$ cat src/rtl/onehot_decoder_pkg.sv
// Shared types, widths and the code-to-one-hot helper for the one-hot pulse decoder.
package onehot_decoder_pkg;

  localparam int CODE_W = 3;
  localparam int OUT_W  = 8;
  localparam int CNT_W  = 8;

  typedef enum logic [0:0] {
    IDLE  = 1'b0,
    DRIVE = 1'b1
  } state_e;

  function automatic logic [OUT_W-1:0] code_to_onehot(input logic [CODE_W-1:0] code);
    logic [OUT_W-1:0] oh;
    oh       = '0;
    oh[code] = 1'b1;
    return oh;
  endfunction

endpackage

$ cat src/rtl/onehot_pulse_decoder_hold_timer.sv
// hold_timer: down-counter that loads HOLD-1, decrements toward zero and flags terminal count.
module hold_timer
  import onehot_decoder_pkg::*;
#(
  parameter int unsigned HOLD = 4
) (
  input  logic clk_i,
  input  logic rst_i,
  input  logic clr_i,
  input  logic load_i,
  input  logic dec_i,
  output logic zero_o
);

  localparam logic [CNT_W-1:0] RELOAD = CNT_W'(HOLD - 1);

  logic [CNT_W-1:0] cnt_q, cnt_d;

  always_comb begin
    cnt_d = cnt_q;
    if (clr_i) begin
      cnt_d = '0;
    end else if (load_i) begin
      cnt_d = RELOAD;
    end else if (dec_i && (cnt_q != '0)) begin
      cnt_d = cnt_q - 1'b1;
    end
  end

  always_ff @(posedge clk_i) begin
    if (rst_i) begin
      cnt_q <= '0;
    end else begin
      cnt_q <= cnt_d;
    end
  end

  assign zero_o = (cnt_q == '0);

endmodule

$ cat src/rtl/onehot_pulse_decoder.sv
// One-hot pulse decoder: accepted 3-bit code drives a one-hot output for HOLD cycles.
// Optional one-entry pending-code register compiled in with ONEHOT_DECODER_QUEUE_EN.
//
// state | meaning
// IDLE  | output zero, waiting for a qualified request
// DRIVE | one-hot output held while the hold timer counts down
module onehot_pulse_decoder
  import onehot_decoder_pkg::*;
#(
  parameter int unsigned HOLD = 4
) (
  input  logic              clk_i,
  input  logic              rst_i,
  input  logic              en_i,
  input  logic [CODE_W-1:0] y_i,
  input  logic              done_i,
  output logic              ready_o,
  output logic [OUT_W-1:0]  out_o,
  output logic              busy_o
);

  state_e           state_q, state_d;
  logic [OUT_W-1:0] out_q, out_d;
  logic             busy_q;
  logic             tmr_load, tmr_dec, tmr_clr, tmr_zero;
  logic             accept;

`ifdef ONEHOT_DECODER_QUEUE_EN
  logic              q_valid_q, q_valid_d;
  logic [CODE_W-1:0] q_code_q, q_code_d;

  assign ready_o = ~rst_i & ~en_i & ((state_q == IDLE) | ~q_valid_q);
`else
  assign ready_o = ~rst_i & ~en_i & (state_q == IDLE);
`endif

  assign accept = done_i & ready_o;

  hold_timer #(
    .HOLD(HOLD)
  ) u_hold_timer (
    .clk_i (clk_i),
    .rst_i (rst_i),
    .clr_i (tmr_clr),
    .load_i(tmr_load),
    .dec_i (tmr_dec),
    .zero_o(tmr_zero)
  );

  always_comb begin
    state_d  = state_q;
    out_d    = out_q;
    tmr_load = 1'b0;
    tmr_dec  = 1'b0;
    tmr_clr  = 1'b0;
`ifdef ONEHOT_DECODER_QUEUE_EN
    q_valid_d = q_valid_q;
    q_code_d  = q_code_q;
`endif
    if (en_i) begin
      state_d = IDLE;
      out_d   = '0;
      tmr_clr = 1'b1;
`ifdef ONEHOT_DECODER_QUEUE_EN
      q_valid_d = 1'b0;
`endif
    end else begin
      case (state_q)
        IDLE: begin
          if (accept) begin
            state_d  = DRIVE;
            out_d    = code_to_onehot(y_i);
            tmr_load = 1'b1;
          end
        end
        DRIVE: begin
          if (!tmr_zero) begin
            tmr_dec = 1'b1;
`ifdef ONEHOT_DECODER_QUEUE_EN
            if (accept) begin
              q_valid_d = 1'b1;
              q_code_d  = y_i;
            end
`endif
          end else begin
`ifdef ONEHOT_DECODER_QUEUE_EN
            // Chain the next code straight in so the output never drops to zero.
            if (q_valid_q) begin
              out_d     = code_to_onehot(q_code_q);
              tmr_load  = 1'b1;
              q_valid_d = 1'b0;
            end else if (accept) begin
              out_d    = code_to_onehot(y_i);
              tmr_load = 1'b1;
            end else begin
              state_d = IDLE;
              out_d   = '0;
            end
`else
            state_d = IDLE;
            out_d   = '0;
`endif
          end
        end
        default: begin
          state_d = IDLE;
          out_d   = '0;
          tmr_clr = 1'b1;
        end
      endcase
    end
  end

  always_ff @(posedge clk_i) begin
    if (rst_i) begin
      state_q <= IDLE;
      out_q   <= '0;
      busy_q  <= 1'b0;
    end else begin
      state_q <= state_d;
      out_q   <= out_d;
      busy_q  <= (out_d != '0);
    end
  end

`ifdef ONEHOT_DECODER_QUEUE_EN
  always_ff @(posedge clk_i) begin
    if (rst_i) begin
      q_valid_q <= 1'b0;
      q_code_q  <= '0;
    end else begin
      q_valid_q <= q_valid_d;
      q_code_q  <= q_code_d;
    end
  end
`endif

  assign out_o  = out_q;
  assign busy_o = busy_q;

endmodule

$ cat config.mk
export PLATFORM = sky130hd
export DESIGN_NAME = onehot_pulse_decoder
export DESIGN_NICKNAME = d
export VERILOG_FILES = /design/src/rtl/onehot_decoder_pkg.sv /design/src/rtl/onehot_pulse_decoder_hold_timer.sv /design/src/rtl/onehot_pulse_decoder.sv
export SDC_FILE = /design/constraint.sdc
export NUM_CORES = 1
export LEC_CHECK = 0
export BUFFER_PORTS_ARGS = -buffer_cell sky130_fd_sc_hd__clkbuf_2
export CAP_MARGIN = 20
export CORE_MARGIN = 1.5
export CORE_UTILIZATION = 56
export CTS_CLUSTER_DIAMETER = 100
export DETAILED_ROUTE_END_ITERATION = 6
export PLACE_DENSITY = 0.84
export SLEW_MARGIN = 20
export SYNTH_ARGS = -nofsm -noshare
export SYNTH_HDL_FRONTEND = slang
export SYNTH_SLANG_ARGS = --single-unit
$ cat constraint.sdc
create_clock -name clk_i -period 5 [get_ports clk_i]
set_clock_uncertainty 0.2 [all_clocks]
set_input_delay 1 -clock clk_i [delete_from_list [all_inputs] [get_ports clk_i]]
set_output_delay 1 -clock clk_i [all_outputs]
set_load 0.01 [all_outputs]
==> flow_metrics.py <==
metrics = {
    "status": {
        "status": "finished clean",
    },
    "setup_path": {
        "worstPathRequired_ps": 3800,
        "end_kind": "output pin",
        "worstPathArrival_ps": 1540,
        "setup.worst_path.class": "in -> out",
        "startpoint_type": "primary input",
        "path_max_fanout": 7,
    },
    "timing": {
        "fin_tns_setup_ps": 0,
        "setup_viol": 0,
        "final_max_slew_viol_count": 0,
        "finalCriticalPeriod_ps": 2740,
        "rsz0062_at_grt": "false",
        "worst_slew_pin_slew_ps": 605.6,
        "period_share": 0.5480,
        "slew_headroom": 0.5962,
        "hold_violations": 0,
        "clock.fmax_mhz": 365.0,
    },
    "clocking": {
        "clockBufferDepth": 2,
        "cts_buffers": 3,
        "post_cts_buffers": 0,
        "hold_buffers": 0,
        "cts_sinks": 18,
        "clkTransAtPathRegs_ps": 90,
        "cts.root.buffer_cell": "clkbuf_4",
        "worstSkewPairLatency_ps": 290,
        "ctsResizeCount": 0,
        "htreeDepth": 1,
        "cts_tree": "built",
    },
    "grt": {
        "grt_use_total": 0.2124,
        "grt_max_degree": 11,
        "first_global_vias": 679,
        "grt_pass1_wl_um": 2829,
        "grt_overflow": 0,
        "antenna_found_initial": 0,
    },
    "floorplanning": {
        "rows": 14,
        "ioPinCount": 17,
        "die_y_um": 42.35,
        "core_um2": 1471,
        "initial_core_util": 0.5893,
        "die_w_um": 42.35,
        "dieArea_um2": 1794,
    },
    "drt": {
        "ant_nets": 0,
        "viasPerCell": 6.016,
        "first_pass_iters": 4,
        "drt-total-wl_um": 1726,
        "drc": 0,
        "drt_iter0_drc": 20,
        "num_vias": 764,
        "wl_per_cell_um": 13.59,
    },
    "cells_and_area": {
        "antenna_cells": 0,
        "nets": 122,
        "fillers": 127,
        "fin_util": 0.6667,
        "regArea_um2": 360.3,
        "area_growth_pct": 13.13,
        "multi_input_area_um2": 483.0,
        "final_layout_size_suffix_gt1_frac": 0.2793,
    },
    "synthesis": {
        "synthMostInstantiatedCell": "dfxtp_1",
        "synth_nets": 103,
        "yosys.area.top_type": "dfxtp_1",
        "ys_seq_elements": 18,
        "synth_ff_type": "dfxtp_1",
        "yosysTopAreaCellShare": 0.4156,
        "avgSynthCellArea_um2": 9.224,
        "syn_inst": 94,
        "seq_area_frac_synth": 0.4156,
        "postSynth.asyncResetShare": 0,
        "synthTopCellsByCount": "dfxtp_1 (18), nor2_1 (13), nand2_1 (9)",
        "synth_edf_count": 0,
        "synth.cell_area_um2": 867.1,
        "synth_cell_types": 31,
        "ys_top_cells_by_area": "dfxtp_1 (42%), nor2_1 (5.6%), nand2_1 (3.9%)",
        "yosys_warnings": 0,
    },
    "power": {
        "powerDensity_nw_per_um2": 243.7,
        "ir_drop_uv": 135.5,
        "p_leak_nw": 0.3793,
    },
    "placement": {
        "gp_congestion": 0.7835,
        "port_buffers": 16,
        "dp_hpwl_um": 1294,
    },
    "flow_run": {
        "maxCapViolations": 0,
    },
    "worst_hold_path": {
        "worstHoldPathType": "reg -> reg",
    },
}
cell usage in the layout (no fill, tap or decap):
cell type and count:
xnor2_1 3, inv_1 4, or4b_1 1, nor2b_1 2
mux2_2 2, nand3b_1 1, clkbuf_4 3, a21oi_2 1
nand4_1 3, a32o_1 3, nand2_1 9, a31o_2 1
a211oi_1 1, a21oi_1 6, dfxtp_1 18, or2_2 2
nor3_1 4, nor4_1 2, ha_1 2, or4_4 2
nor3b_2 1, nand2b_1 1, a311oi_1 1, nor2_1 13
o21ai_0 2, mux2i_1 1, nor4b_2 1, clkbuf_2 16
a22o_1 3, a311oi_2 1, nor4_4 1
report_power, final:
part / switching [W] / total [W] / internal (W)
clock: 0.0000421 / 0.0000700 / 0.0000280
combinational: 0.0000134 / 0.0000220 / 0.00000863
sequential: 0.00000203 / 0.000147 / 0.000145
layout make-up:
cell class / count / share of cell area
multi-input combinational: 70 / 0.4923
sequential: 18 / 0.3673
tap: 16 / 0.02041
clock buffer: 3 / 0.02296
inverter: 4 / 0.01531
timing repair buffer: 16 / 0.08163
worst max-delay path, cell delays in order:
cell,delay (ps)
clkbuf_2,130
nor3_1,240
clkbuf_2,170
final timing paths:
| path | from | end | slack [ps] | cells past startpoint |
|---|---|---|---|---|
| min | out_o[7] | out_o[7] | 280 | 2 |
| max reg2reg | u_hold_timer.cnt_q[0] | u_hold_timer.cnt_q[1] | 2930 | 6 |
| max | en_i | ready_o | 2260 | 3 |
| min reg2reg | out_o[7] | out_o[7] | 280 | 2 |
through the flow:
step	area, µm²	total power (W)	hold slack [ps]	setup WS (ps)	instances
2_1_floorplan	867.1	0.0001636	278.3	2451	94
3_3_place_gp	958.4	0.0001714	245.4	2266	124
3_5_place_dp	958.4	0.0001720	261.1	2263	124
4_1_cts	980.9	0.0002404	284.2	2259	127
5_1_grt	980.9	0.0002468	293.8	2164	127
6_report	980.9	0.0002390	283.1	2260	127
kinds of logic after synthesis:
| family | after synthesis | share of synthesized area |
|---|---|---|
| AO/OA/AOI/OAI | 19 | 0.1674 |
| XOR/XNOR | 3 | 0.03031 |
| adder cells (fa/ha/maj) | 2 | 0.02886 |
| buffers and inverters | 6 | 0.02740 |
| flip-flops | 18 | 0.4156 |
| multiplexers | 3 | 0.03752 |
| AND/OR/NAND/NOR | 43 | 0.2929 |
registers in the layout, indices dropped and copies added (netlist names):
register	flops
out_o	8
state_q	1
busy_o	1
u_hold_timer.cnt_q	8
routing by layer:
| metal | vias up | GRT usage | part of all wire |
|---|---|---|---|
| met3 | 2 | 0.03879 | 0.064 |
| met2 | 29 | 0.3323 | 0.49 |
| met1 | 353 | 0.2665 | 0.44 |
| met4 | 0 | 0.1375 | 0.011 |
| met5 | - | 0 | 0 |
| li1 | 380 | - | - |
Note: power is estimated with default switching activity, not from simulation.
